File: config.mk
export PLATFORM = sky130hd
export DESIGN_NAME = nes_controller_reader_flat
export DESIGN_NICKNAME = d
export VERILOG_FILES = /design/src/rtl/nes_pkg.sv /design/src/rtl/nes_controller_reader_if.sv /design/src/rtl/nes_sync.sv /design/src/rtl/nes_controller_reader.sv /design/src/flat_wrapper.sv
export SDC_FILE = /design/constraint.sdc
export NUM_CORES = 1
export LEC_CHECK = 0
export CAP_MARGIN = 20
export CELL_PAD_IN_SITES_DETAIL_PLACEMENT = 0
export CELL_PAD_IN_SITES_GLOBAL_PLACEMENT = 1
export CORE_MARGIN = 2
export CORE_UTILIZATION = 49
export CTS_CLUSTER_DIAMETER = 100
export DETAILED_ROUTE_END_ITERATION = 16
export PLACE_DENSITY_LB_ADDON = 0.1
export SKIP_LAST_GASP = 1
export SLEW_MARGIN = 25
export SYNTH_ARGS = -nofsm -noshare
export SYNTH_HDL_FRONTEND = slang
export SYNTH_SLANG_ARGS = --single-unit
File: constraint.sdc
create_clock -name clock -period 6.4 [get_ports clock]
set_clock_uncertainty 0.15 [all_clocks]
set_input_delay 1.92 -clock clock [delete_from_list [all_inputs] [get_ports clock]]
set_output_delay 1.92 -clock clock [all_outputs]
set_load 0.01 [all_outputs]
File: src/rtl/nes_pkg.sv
// NES controller reader shared definitions: FSM states, button bit positions, 74.25 MHz defaults.
// Latency: n/a (package).
// Backpressure: n/a (package).
package nes_pkg;

    // Read sequencer states, in the order they are visited during one read.
    typedef enum logic [2:0] {
        IDLE   = 3'd0,
        LATCH  = 3'd1,
        SETTLE = 3'd2,
        CLK_HI = 3'd3,
        CLK_LO = 3'd4,
        DONE   = 3'd5
    } nes_state_t;

    // Bit positions in the button vector; this is also the order the pad shifts them out.
    localparam int BTN_A      = 0;
    localparam int BTN_B      = 1;
    localparam int BTN_SELECT = 2;
    localparam int BTN_START  = 3;
    localparam int BTN_UP     = 4;
    localparam int BTN_DOWN   = 5;
    localparam int BTN_LEFT   = 6;
    localparam int BTN_RIGHT  = 7;

    // 74.25 MHz pixel clock: ~6 us half-bit, 60 Hz poll rate.
    localparam int HALF_PERIOD_DEFAULT = 446;
    localparam int POLL_PERIOD_DEFAULT = 1237500;

endpackage

File: src/rtl/nes_controller_reader_if.sv
// Bundles the request/result and pad-side pins of the NES controller reader.
// Latency: n/a (wires only).
// Backpressure: none; poll requests arriving while busy are dropped by the reader.
// Signals: poll (request), nesData (pad serial, active-low), nesLatch/nesClock (pad strobes),
//          buttons (pressed=1), valid (update pulse), busy (read in progress).
interface nes_controller_reader_if;
    logic       poll;
    logic       nesData;
    logic       nesLatch;
    logic       nesClock;
    logic [7:0] buttons;
    logic       valid;
    logic       busy;

    // Host side: issues requests, owns the pad data pin, consumes results.
    modport master (
        output poll,
        output nesData,
        input  nesLatch,
        input  nesClock,
        input  buttons,
        input  valid,
        input  busy
    );

    // Reader side.
    modport slave (
        input  poll,
        input  nesData,
        output nesLatch,
        output nesClock,
        output buttons,
        output valid,
        output busy
    );
endinterface

File: src/rtl/nes_sync.sv
// Two-flop synchronizer for an asynchronous single-bit input, reset to a configurable idle level.
// Latency: 2 cycles from pin to sync_o.
// Backpressure: none.
// Ports: clock, reset (sync, active-high), async_i (raw pin), sync_o (synchronized level).
module nes_sync #(
    parameter logic RESET_VAL = 1'b1
) (
    input  logic clock,
    input  logic reset,
    input  logic async_i,
    output logic sync_o
);

    logic meta_q;
    logic sync_q;

    always_ff @(posedge clock) begin
        if (reset) begin
            meta_q <= RESET_VAL;
            sync_q <= RESET_VAL;
        end else begin
            meta_q <= async_i;
            sync_q <= meta_q;
        end
    end

    assign sync_o = sync_q;

endmodule

File: src/rtl/nes_controller_reader.sv
// Polls an NES pad over latch/clock/data and publishes an 8-bit pressed-high button vector.
// Latency: 17*HALF_PERIOD+1 cycles from accepted request to valid pulse.
// Backpressure: none; requests seen while a read is in progress are dropped, not queued.
// Ports: clock, reset (sync, active-high), io (slave modport: poll, nesData, nesLatch, nesClock,
//        buttons, valid, busy).
module nes_controller_reader
    import nes_pkg::*;
#(
    parameter int HALF_PERIOD = HALF_PERIOD_DEFAULT,  // >= 3
    parameter int POLL_PERIOD = POLL_PERIOD_DEFAULT,  // > 17*HALF_PERIOD+1
    parameter bit AUTO_POLL   = 1'b1
) (
    input  logic                    clock,
    input  logic                    reset,
    nes_controller_reader_if.slave  io
);

    // One counter covers every timed state; the longest is the 2H latch pulse.
    localparam int CNT_W = $clog2(2 * HALF_PERIOD);
    localparam logic [CNT_W-1:0] HALF_LAST  = CNT_W'(HALF_PERIOD - 1);
    localparam logic [CNT_W-1:0] LATCH_LAST = CNT_W'(2 * HALF_PERIOD - 1);

    localparam int TMR_W = (POLL_PERIOD > 1) ? $clog2(POLL_PERIOD) : 1;

    // ------------------------------------------------------------------
    // Data pin: synchronize, then flip to pressed-high. The synchronizer
    // idles at 1 so a pad that is absent or in reset reads as released.
    // ------------------------------------------------------------------
    logic data_sync;
    logic pressed;

    nes_sync #(
        .RESET_VAL (1'b1)
    ) u_sync (
        .clock   (clock),
        .reset   (reset),
        .async_i (io.nesData),
        .sync_o  (data_sync)
    );

    assign pressed = ~data_sync;

    // ------------------------------------------------------------------
    // Frame-rate poll timer. Free-running regardless of FSM state so the
    // poll cadence never drifts with read length.
    // ------------------------------------------------------------------
    logic tmr_req;

    generate
        if (AUTO_POLL) begin : g_timer
            localparam logic [TMR_W-1:0] TMR_LAST = TMR_W'(POLL_PERIOD - 1);
            logic [TMR_W-1:0] tmr_q;
            logic [TMR_W-1:0] tmr_d;

            always_comb begin
                tmr_d = (tmr_q == TMR_LAST) ? '0 : tmr_q + 1'b1;
            end

            always_ff @(posedge clock) begin
                if (reset) begin
                    tmr_q <= '0;
                end else begin
                    tmr_q <= tmr_d;
                end
            end

            assign tmr_req = (tmr_q == TMR_LAST);
        end else begin : g_no_timer
            assign tmr_req = 1'b0;
        end
    endgenerate

    // ------------------------------------------------------------------
    // Read sequencer
    // ------------------------------------------------------------------
    nes_state_t     state_q, state_d;
    logic [CNT_W-1:0] cnt_q,   cnt_d;
    logic [2:0]     idx_q,   idx_d;
    logic [7:0]     shift_q, shift_d;
    logic [7:0]     buttons_q, buttons_d;
    logic           latch_q, latch_d;
    logic           nclk_q,  nclk_d;
    logic           valid_q, valid_d;
    logic           busy_q,  busy_d;

    always_comb begin
        state_d   = state_q;
        cnt_d     = cnt_q;
        idx_d     = idx_q;
        shift_d   = shift_q;
        buttons_d = buttons_q;

        unique case (state_q)
            IDLE: begin
                idx_d = '0;
                // Manual and timer requests in the same cycle merge into one read.
                if (io.poll || tmr_req) begin
                    state_d = LATCH;
                    cnt_d   = LATCH_LAST;
                end
            end

            LATCH: begin
                if (cnt_q == '0) begin
                    state_d = SETTLE;
                    cnt_d   = HALF_LAST;
                end else begin
                    cnt_d = cnt_q - 1'b1;
                end
            end

            SETTLE: begin
                // The pad presents A as soon as the latch drops; take it
                // at the end of the settle window, before any clock pulse.
                if (cnt_q == '0) begin
                    shift_d[BTN_A] = pressed;
                    idx_d          = 3'd1;
                    state_d        = CLK_HI;
                    cnt_d          = HALF_LAST;
                end else begin
                    cnt_d = cnt_q - 1'b1;
                end
            end

            CLK_HI: begin
                if (cnt_q == '0) begin
                    state_d = CLK_LO;
                    cnt_d   = HALF_LAST;
                end else begin
                    cnt_d = cnt_q - 1'b1;
                end
            end

            CLK_LO: begin
                // Sample late in the low phase so the bit shifted out on the
                // preceding rising edge has crossed the synchronizer.
                if (cnt_q == '0) begin
                    shift_d[idx_q] = pressed;
                    if (idx_q == 3'd7) begin
                        state_d   = DONE;
                        // Registered here so the new vector is visible in the
                        // same cycle as the valid pulse.
                        buttons_d = shift_d;
                    end else begin
                        idx_d   = idx_q + 1'b1;
                        state_d = CLK_HI;
                        cnt_d   = HALF_LAST;
                    end
                end else begin
                    cnt_d = cnt_q - 1'b1;
                end
            end

            DONE: begin
                state_d = IDLE;
            end

            default: begin
                state_d = IDLE;
            end
        endcase

        // Pad-facing and status outputs are registered from the next state
        // so they line up with state_q and never glitch.
        latch_d = (state_d == LATCH);
        nclk_d  = (state_d == CLK_HI);
        valid_d = (state_d == DONE);
        busy_d  = (state_d != IDLE);
    end

    always_ff @(posedge clock) begin
        if (reset) begin
            state_q   <= IDLE;
            cnt_q     <= '0;
            idx_q     <= '0;
            shift_q   <= '0;
            buttons_q <= '0;
            latch_q   <= 1'b0;
            nclk_q    <= 1'b0;
            valid_q   <= 1'b0;
            busy_q    <= 1'b0;
        end else begin
            state_q   <= state_d;
            cnt_q     <= cnt_d;
            idx_q     <= idx_d;
            shift_q   <= shift_d;
            buttons_q <= buttons_d;
            latch_q   <= latch_d;
            nclk_q    <= nclk_d;
            valid_q   <= valid_d;
            busy_q    <= busy_d;
        end
    end

    assign io.nesLatch = latch_q;
    assign io.nesClock = nclk_q;
    assign io.buttons  = buttons_q;
    assign io.valid    = valid_q;
    assign io.busy     = busy_q;

endmodule

File: src/flat_wrapper.sv
// flat-port wrapper written by rule: the top's interface ports become plain ports
module nes_controller_reader_flat import nes_pkg::*;
#(
    parameter int HALF_PERIOD = HALF_PERIOD_DEFAULT,         
    parameter int POLL_PERIOD = POLL_PERIOD_DEFAULT,                       
    parameter bit AUTO_POLL   = 1'b1
)
  (clock, reset, io_poll, io_nesData, io_nesLatch, io_nesClock, io_buttons, io_valid, io_busy);
  nes_controller_reader_if io_i ();
  input  logic clock;
  input  logic reset;
  input wire logic [$bits(io_i.poll)-1:0] io_poll;
  input wire logic [$bits(io_i.nesData)-1:0] io_nesData;
  output wire logic [$bits(io_i.nesLatch)-1:0] io_nesLatch;
  output wire logic [$bits(io_i.nesClock)-1:0] io_nesClock;
  output wire logic [$bits(io_i.buttons)-1:0] io_buttons;
  output wire logic [$bits(io_i.valid)-1:0] io_valid;
  output wire logic [$bits(io_i.busy)-1:0] io_busy;
  assign io_i.poll = io_poll;
  assign io_i.nesData = io_nesData;
  assign io_nesLatch = io_i.nesLatch;
  assign io_nesClock = io_i.nesClock;
  assign io_buttons = io_i.buttons;
  assign io_valid = io_i.valid;
  assign io_busy = io_i.busy;
  nes_controller_reader #(.HALF_PERIOD(HALF_PERIOD), .POLL_PERIOD(POLL_PERIOD), .AUTO_POLL(AUTO_POLL)) u_core (.clock(clock), .reset(reset), .io(io_i));
endmodule
==> flow_metrics.env, run 1 <==
export IMPL_status="complete, no violations"
export IMPL_synth_cell_type_count=54
export IMPL_antenna_cells=0
export IMPL_place_ws_ps=2510
export IMPL_clockBufferDepth=2
export IMPL_postCtsSetupRepairBufs=0
export IMPL_synth_area_per_cell_sq_um=8.81
export IMPL_crit_fanout=30
export IMPL_drive_above_1_share_pct=9.62
export IMPL_placed_cell_area_sq_um=3010
export IMPL_drc_errors=0
export IMPL_fin_tns_setup_ps=0
export IMPL_setup_slack_ps=2850
export IMPL_slew_violations=0
export IMPL_initial_core_util_pct=51.4
export IMPL_cts_tree="done"
export IMPL_synth_area_sq_um=2880
export IMPL_totalWireLength_um=5740
export IMPL_rrSetupSlack_ps=3920
export IMPL_layout_nets=346
export IMPL_multiInputGateArea_sq_um=1540
export IMPL_core_area_sq_um=5610
export IMPL_critPathLaunchType="primary input"
export IMPL_peakVddDrop_mv=0.131
export IMPL_gp_routability_congestion=0.783
export IMPL_fp_row_count=27
export IMPL_grt_overflow_total=0
export IMPL_root_buffer="clkbuf_8"
export IMPL_worstHoldStart="u_core.u_sync.meta_q$_SDFF_PP1_"
export IMPL_drtIter0Drc=105
export IMPL_synth_seq_cells=59
export IMPL_grt_pass1_wl_um=9870
export IMPL_slowest_stage="clkdlybuf4s50_1"
export IMPL_ctsHoldBuffers=0
export IMPL_layout_min_cycle_time_ps=3550
export IMPL_cts_sink_count=59
export IMPL_path_buf_inv=3
export IMPL_netlist_instances=327
export IMPL_routedWlPerCell_um=13.8
export IMPL_die_h_um=80.7
export IMPL_antenna_left=0
export IMPL_finalCritPeriodShare_pct=55.4
export IMPL_power_density_nw_per_um2=253
export IMPL_cts_made_buffers=9
export IMPL_clkLatencyLatePin_ps=330
export IMPL_grt_max_degree=31
export IMPL_synthTopCellsByArea="dfxtp_1 (41%), nor2_1 (7.7%), mux2i_1 (4.9%)"
export IMPL_min_to="u_core.u_sync.sync_o$_SDFF_PP1_"
export IMPL_grtUsageTotal_pct=19.7
export IMPL_h_tree_depth=3
export IMPL_vias=2276
export IMPL_final_area_sq_um=3210
export IMPL_worstPathArrival_ps=3590
export IMPL_cap_viol_max_count=0
export IMPL_syn_to_final_growth_pct=11.6
export IMPL_synth_area_leader_cell="dfxtp_1"
export IMPL_synthArstFlopShare_pct=0
export IMPL_crit_chain="clkdlybuf4s50_1 > buf_4 > inv_1 > and2_1 > o21ai_0 > o31a_1 > o311ai_0"
export IMPL_clkTransAtPathRegs_ps=70
export IMPL_worstMarginPinSlew_ps=814
export IMPL_die_area_sq_um=6510
export IMPL_synth_ff_type="dfxtp_1"
export IMPL_reg2reg_depth=7
export IMPL_timing_rr_start="u_core.cnt_q[0]$_SDFFE_PP0P_"
export IMPL_fmax_ghz=0.282
export IMPL_timing_slew_headroom_pct=45.3
export IMPL_worstPathRequired_ps=6440
export IMPL_power_leakage_nw=1.24
export IMPL_rsz0062_at_grt="no"
export IMPL_drtPass1Iterations=4
export IMPL_power_total_mw=0.814
export IMPL_grt_pass1_vias=2121
export IMPL_antenna_found_initial=0
export IMPL_hold_path_class="register to register"
export IMPL_r2r_end="u_core.cnt_q[1]$_SDFFE_PP0P_"
export IMPL_yosys_area_top_type_share_pct=41.0
export IMPL_seq_area_sq_um=1180
export IMPL_portBuffers=15
export IMPL_yosysSeqAreaShare_pct=41.0
export IMPL_ios=16
export IMPL_max_stage_delay_ps=460
export IMPL_nFillCells=561
export IMPL_dpl_hpwl_um=3860
export IMPL_synth_edf_count=0
export IMPL_path_delay_family="buffers and inverters"
export IMPL_syn_num_nets=335
export IMPL_worst_setup_path_end_kind="register"
export IMPL_path_class="primary input to register"
export IMPL_hold_viol_final=0
export IMPL_ys_warn_count=0
export IMPL_cts_resized=0
export IMPL_setup_viol=0
export IMPL_fp_dieW_um=80.7
export IMPL_vias_per_cell=5.48
export IMPL_finish_utilization_pct=57.3
export IMPL_hold_path_depth=1
[cells in the mapped netlist, types with 2 or more instances]
library cell / instances
a311oi_1: 4
nand2_1: 24
o311ai_0: 2
clkbuf_1: 8
ha_1: 4
nor3_1: 7
o21ai_0: 13
a211oi_1: 4
nor4_1: 3
or2_2: 4
nor3b_4: 2
nor2_1: 59
xnor2_1: 6
and2_1: 3
o211ai_1: 2
and3_1: 8
a21oi_1: 11
nor4bb_1: 4
nand4_1: 7
a31o_2: 2
nand3b_1: 4
buf_6: 6
inv_1: 9
o211a_1: 2
mux2i_1: 14
o31ai_1: 3
nand3_1: 8
o21a_1: 3
dfxtp_1: 59
nor3b_1: 2
xor2_1: 12
a31oi_1: 6
[kinds of logic (layout without fill, tap and decap cells)]
family,count (synthesis),after routing,synth area share [%]
AO/OA/AOI/OAI,60,60,14.4
AND/OR/NAND/NOR,146,146,27.0
flip-flops,59,59,41.0
XOR/XNOR,18,18,5.47
multiplexers,14,14,4.87
adder cells (fa/ha/maj),4,4,1.74
buffers and inverters,26,42,5.52
[metal layers]
| metal | part of all wire (%) | global-route usage [%] |
|---|---|---|
| met1 | 49 | 25.7 |
| met2 | 47 | 32.3 |
| met3 | 2.3 | 3.37 |
| met4 | 1.6 | 7.63 |
| met5 | 0 | 0 |
[metrics by stage]
stage / std cells / hold slack (ps)
after floorplan: 327 / 239
after global placement: 399 / 243
after detailed placement: 399 / 246
after CTS: 415 / 261
after global routing: 415 / 279
final: 415 / 262
[cell usage in the layout (no fill, tap or decap), types with 2 or more instances in the layout]
cell,n
nand3_1,8
nor3_1,7
buf_4,2
xor2_1,12
nand4_1,7
clkinvlp_4,3
or2_2,4
dfxtp_1,59
o21ai_0,12
a31oi_1,6
nand2_1,24
a211oi_1,4
ha_1,4
nor4bb_1,4
nor3b_1,2
and3_1,8
nor2_1,59
inv_1,9
nor3b_4,2
mux2i_1,14
a21oi_1,11
o311ai_0,2
o211a_1,2
a31o_2,2
clkbuf_8,10
o21a_1,3
and2_1,3
clkdlybuf4s50_1,15
nand3b_1,4
xnor2_1,6
o211ai_1,2
o31ai_1,3
a311oi_1,4
nor4_1,3
[worst max path at each step]
stage               start                             endpoint  slack (ps)  cells past startpoint
floorplan           reset  u_core.g_timer.tmr_q[10]$_SDFF_PP0_        3490                      5
global placement    reset            u_core.io.busy$_SDFF_PP0_        2520                      7
finish              reset            u_core.io.busy$_SDFF_PP0_        2850                      7
global route        reset            u_core.io.busy$_SDFF_PP0_        2730                      7
detailed placement  reset            u_core.io.busy$_SDFF_PP0_        2510                      7
CTS                 reset            u_core.io.busy$_SDFF_PP0_        2860                      7
[registers in the layout, indices dropped and copies added (netlist names)]
name	count
u_core.shift_q	8
u_core.io.buttons	8
u_core.io.nesLatch	1
u_core.g_timer.tmr_q	21
u_core.idx_q	3
u_core.io.nesClock	1
u_core.io.busy	1
u_core.u_sync.sync_o	1
u_core.cnt_q	10
u_core.io.valid	1
u_core.state_q	3
u_core.u_sync.meta_q	1
[power breakdown]
group          leakage, nW  switching (mW)  total, mW  internal (mW)
Sequential           0.480          0.0170      0.396          0.379
Combinational        0.672          0.0429     0.0748         0.0319
Clock               0.0922           0.151      0.343          0.192
Total                 1.24           0.211      0.814          0.603
[final cells by class]
type                    count  area share, %
well taps                  72           2.80
clock buffers              11           4.40
clock inverters             5           1.91
multi-input cells         242           47.9
flip-flops and latches     59           36.8
inverters                   9           1.05
repair buffers             17           5.14
No activity file was read; power rests on OpenSTA's default activity.
==> inputs of run 2 (changes only) <==
--- a/config.mk
+++ b/config.mk
@@ -9,7 +9,7 @@
 export CELL_PAD_IN_SITES_DETAIL_PLACEMENT = 0
 export CELL_PAD_IN_SITES_GLOBAL_PLACEMENT = 1
 export CORE_MARGIN = 2
-export CORE_UTILIZATION = 49
+export CORE_UTILIZATION = 45
 export CTS_CLUSTER_DIAMETER = 100
 export DETAILED_ROUTE_END_ITERATION = 16
 export PLACE_DENSITY_LB_ADDON = 0.1
==> constraint.sdc (replaced) <==
create_clock -name clock -period 3.55 [get_ports clock]
set_clock_uncertainty 0.15 [all_clocks]
set_input_delay 1.065 -clock clock [delete_from_list [all_inputs] [get_ports clock]]
set_output_delay 1.065 -clock clock [all_outputs]
set_load 0.01 [all_outputs]
==> run 2 against run 1 <==
Worst setup slack got worse by 1800 ps. Routed wire length rose by 1.3%. Clock-buffer cell count fell by 2. Core utilization fell by 6.3 points. Sequential cell count did not move. Clock power rose by 68%. Critical path type is now register to register. Largest cell class unchanged. Highest routed layer unchanged.
==> flow_metrics.env, run 2 (synthesis results as in run 1) <==
export IMPL_drtIter0Drc=163
export IMPL_antenna_left=0
export IMPL_place_ws_ps=933
export IMPL_power_leakage_nw=1.25
export IMPL_fin_tns_setup_ps=0
export IMPL_top_register="u_core.g_timer.tmr_q"
export IMPL_multiInputGateArea_sq_um=1540
export IMPL_worstMarginPinSlew_ps=814
export IMPL_seq_area_sq_um=1180
export IMPL_power_total_mw=1.43
export IMPL_fp_row_count=29
export IMPL_layout_nets=346
export IMPL_gp_routability_congestion=0.798
export IMPL_grt_pass1_vias=2124
export IMPL_drtPass1Iterations=4
export IMPL_die_area_sq_um=7060
export IMPL_worstPathRequired_ps=3630
export IMPL_layout_min_cycle_time_ps=2460
export IMPL_root_buffer="clkbuf_8"
export IMPL_clkTransAtPathRegs_ps=70
export IMPL_crit_fanout=10
export IMPL_final_area_sq_um=3200
export IMPL_rsz0062_at_grt="no"
export IMPL_antenna_cells=0
export IMPL_cap_viol_max_count=0
export IMPL_finish_utilization_pct=50.9
export IMPL_routedWlPerCell_um=13.9
export IMPL_antenna_found_initial=0
export IMPL_drive_above_1_share_pct=9.65
export IMPL_clkLatencyLatePin_ps=330
export IMPL_finalCritPeriodShare_pct=69.4
export IMPL_grt_max_degree=30
export IMPL_fmax_ghz=0.406
export IMPL_largestRegisters="u_core.g_timer.tmr_q x21, u_core.cnt_q x10"
export IMPL_rrSetupSlack_ps=1090
export IMPL_worst_setup_path_end_kind="register"
export IMPL_slew_violations=0
export IMPL_cts_resized=0
export IMPL_grt_overflow_total=0
export IMPL_vias=2273
export IMPL_largest_reg_flops=21
export IMPL_grt_pass1_wl_um=10200
export IMPL_hold_path_class="register to register"
export IMPL_ios=16
export IMPL_syn_to_final_growth_pct=11.0
export IMPL_vias_per_cell=5.42
export IMPL_nFillCells=619
export IMPL_final_cells=419
export IMPL_initial_core_util_pct=45.9
export IMPL_grtUsageTotal_pct=18.0
export IMPL_hold_viol_final=0
export IMPL_placed_cell_area_sq_um=3020
export IMPL_totalWireLength_um=5820
export IMPL_dpl_hpwl_um=4000
export IMPL_status="complete, no violations"
export IMPL_portBuffers=15
export IMPL_critPathLaunchType="register"
export IMPL_setup_slack_ps=1090
export IMPL_clockBufferDepth=2
export IMPL_layout_common_cells="nor2_1 (59), dfxtp_1 (59), nand2_1 (24)"
export IMPL_cts_tree="done"
export IMPL_setup_viol=0
export IMPL_timing_slew_headroom_pct=45.3
export IMPL_ctsHoldBuffers=0
export IMPL_fp_dieW_um=84.0
export IMPL_h_tree_depth=3
export IMPL_cts_made_buffers=9
export IMPL_power_density_nw_per_um2=447
export IMPL_die_h_um=84.0
export IMPL_cts_sink_count=59
export IMPL_path_class="register to register"
export IMPL_worstPathArrival_ps=2540
export IMPL_peakVddDrop_mv=0.274
export IMPL_core_area_sq_um=6280
export IMPL_postCtsSetupRepairBufs=0
export IMPL_dp_cells=404
export IMPL_hold_ws_ps=263
export IMPL_drc_errors=0
[run 2: changes by cell type in the layout (fill, tap and decap cells not counted), sizes merged]
cell	delta
clkbuf	-2
clkinv	+4
inv	-1
clkinvlp	-2
[run 2: final timing paths]
kind                            cells after the start                             from                         endpoint
worst max register to register                      7     u_core.cnt_q[0]$_SDFFE_PP0P_     u_core.cnt_q[1]$_SDFFE_PP0P_
worst min register to register                      1  u_core.u_sync.meta_q$_SDFF_PP1_  u_core.u_sync.sync_o$_SDFF_PP1_
worst min-delay path                                1  u_core.u_sync.meta_q$_SDFF_PP1_  u_core.u_sync.sync_o$_SDFF_PP1_
worst max-delay path                                7     u_core.cnt_q[0]$_SDFFE_PP0P_     u_core.cnt_q[1]$_SDFFE_PP0P_
[run 2: power breakdown]
part	internal [mW]	leakage, nW	switching, mW
combinational	0.0578	0.672	0.0786
sequential	0.684	0.480	0.0304
clock	0.315	0.0946	0.262
[run 2: routing by layer]
layer / GRT usage (%) / routed length [um] / vias up
li1: - / - / 1184
met1: 24.3 / 2880 / 1055
met2: 27.6 / 2670 / 30
met3: 5.93 / 234 / 4
met4: 5.28 / 35 / 0
met5: 0 / 0 / -
[run 2: layout make-up]
| class | count | area share (%) |
|---|---|---|
| repair buffers | 17 | 5.16 |
| inverters | 9 | 1.06 |
| multi-input cells | 242 | 48.2 |
| flip-flops and latches | 59 | 36.9 |
| well taps | 77 | 3.01 |
| clock inverters | 6 | 1.80 |
| clock buffers | 9 | 3.87 |
[run 2: critical path, stage by stage, from the launching register on]
cell and delay (ps):
dfxtp_1 330, inv_1 90, ha_1 180, nor3b_4 430
and3_1 480, a31oi_1 200, and2_4 240, o221a_1 240
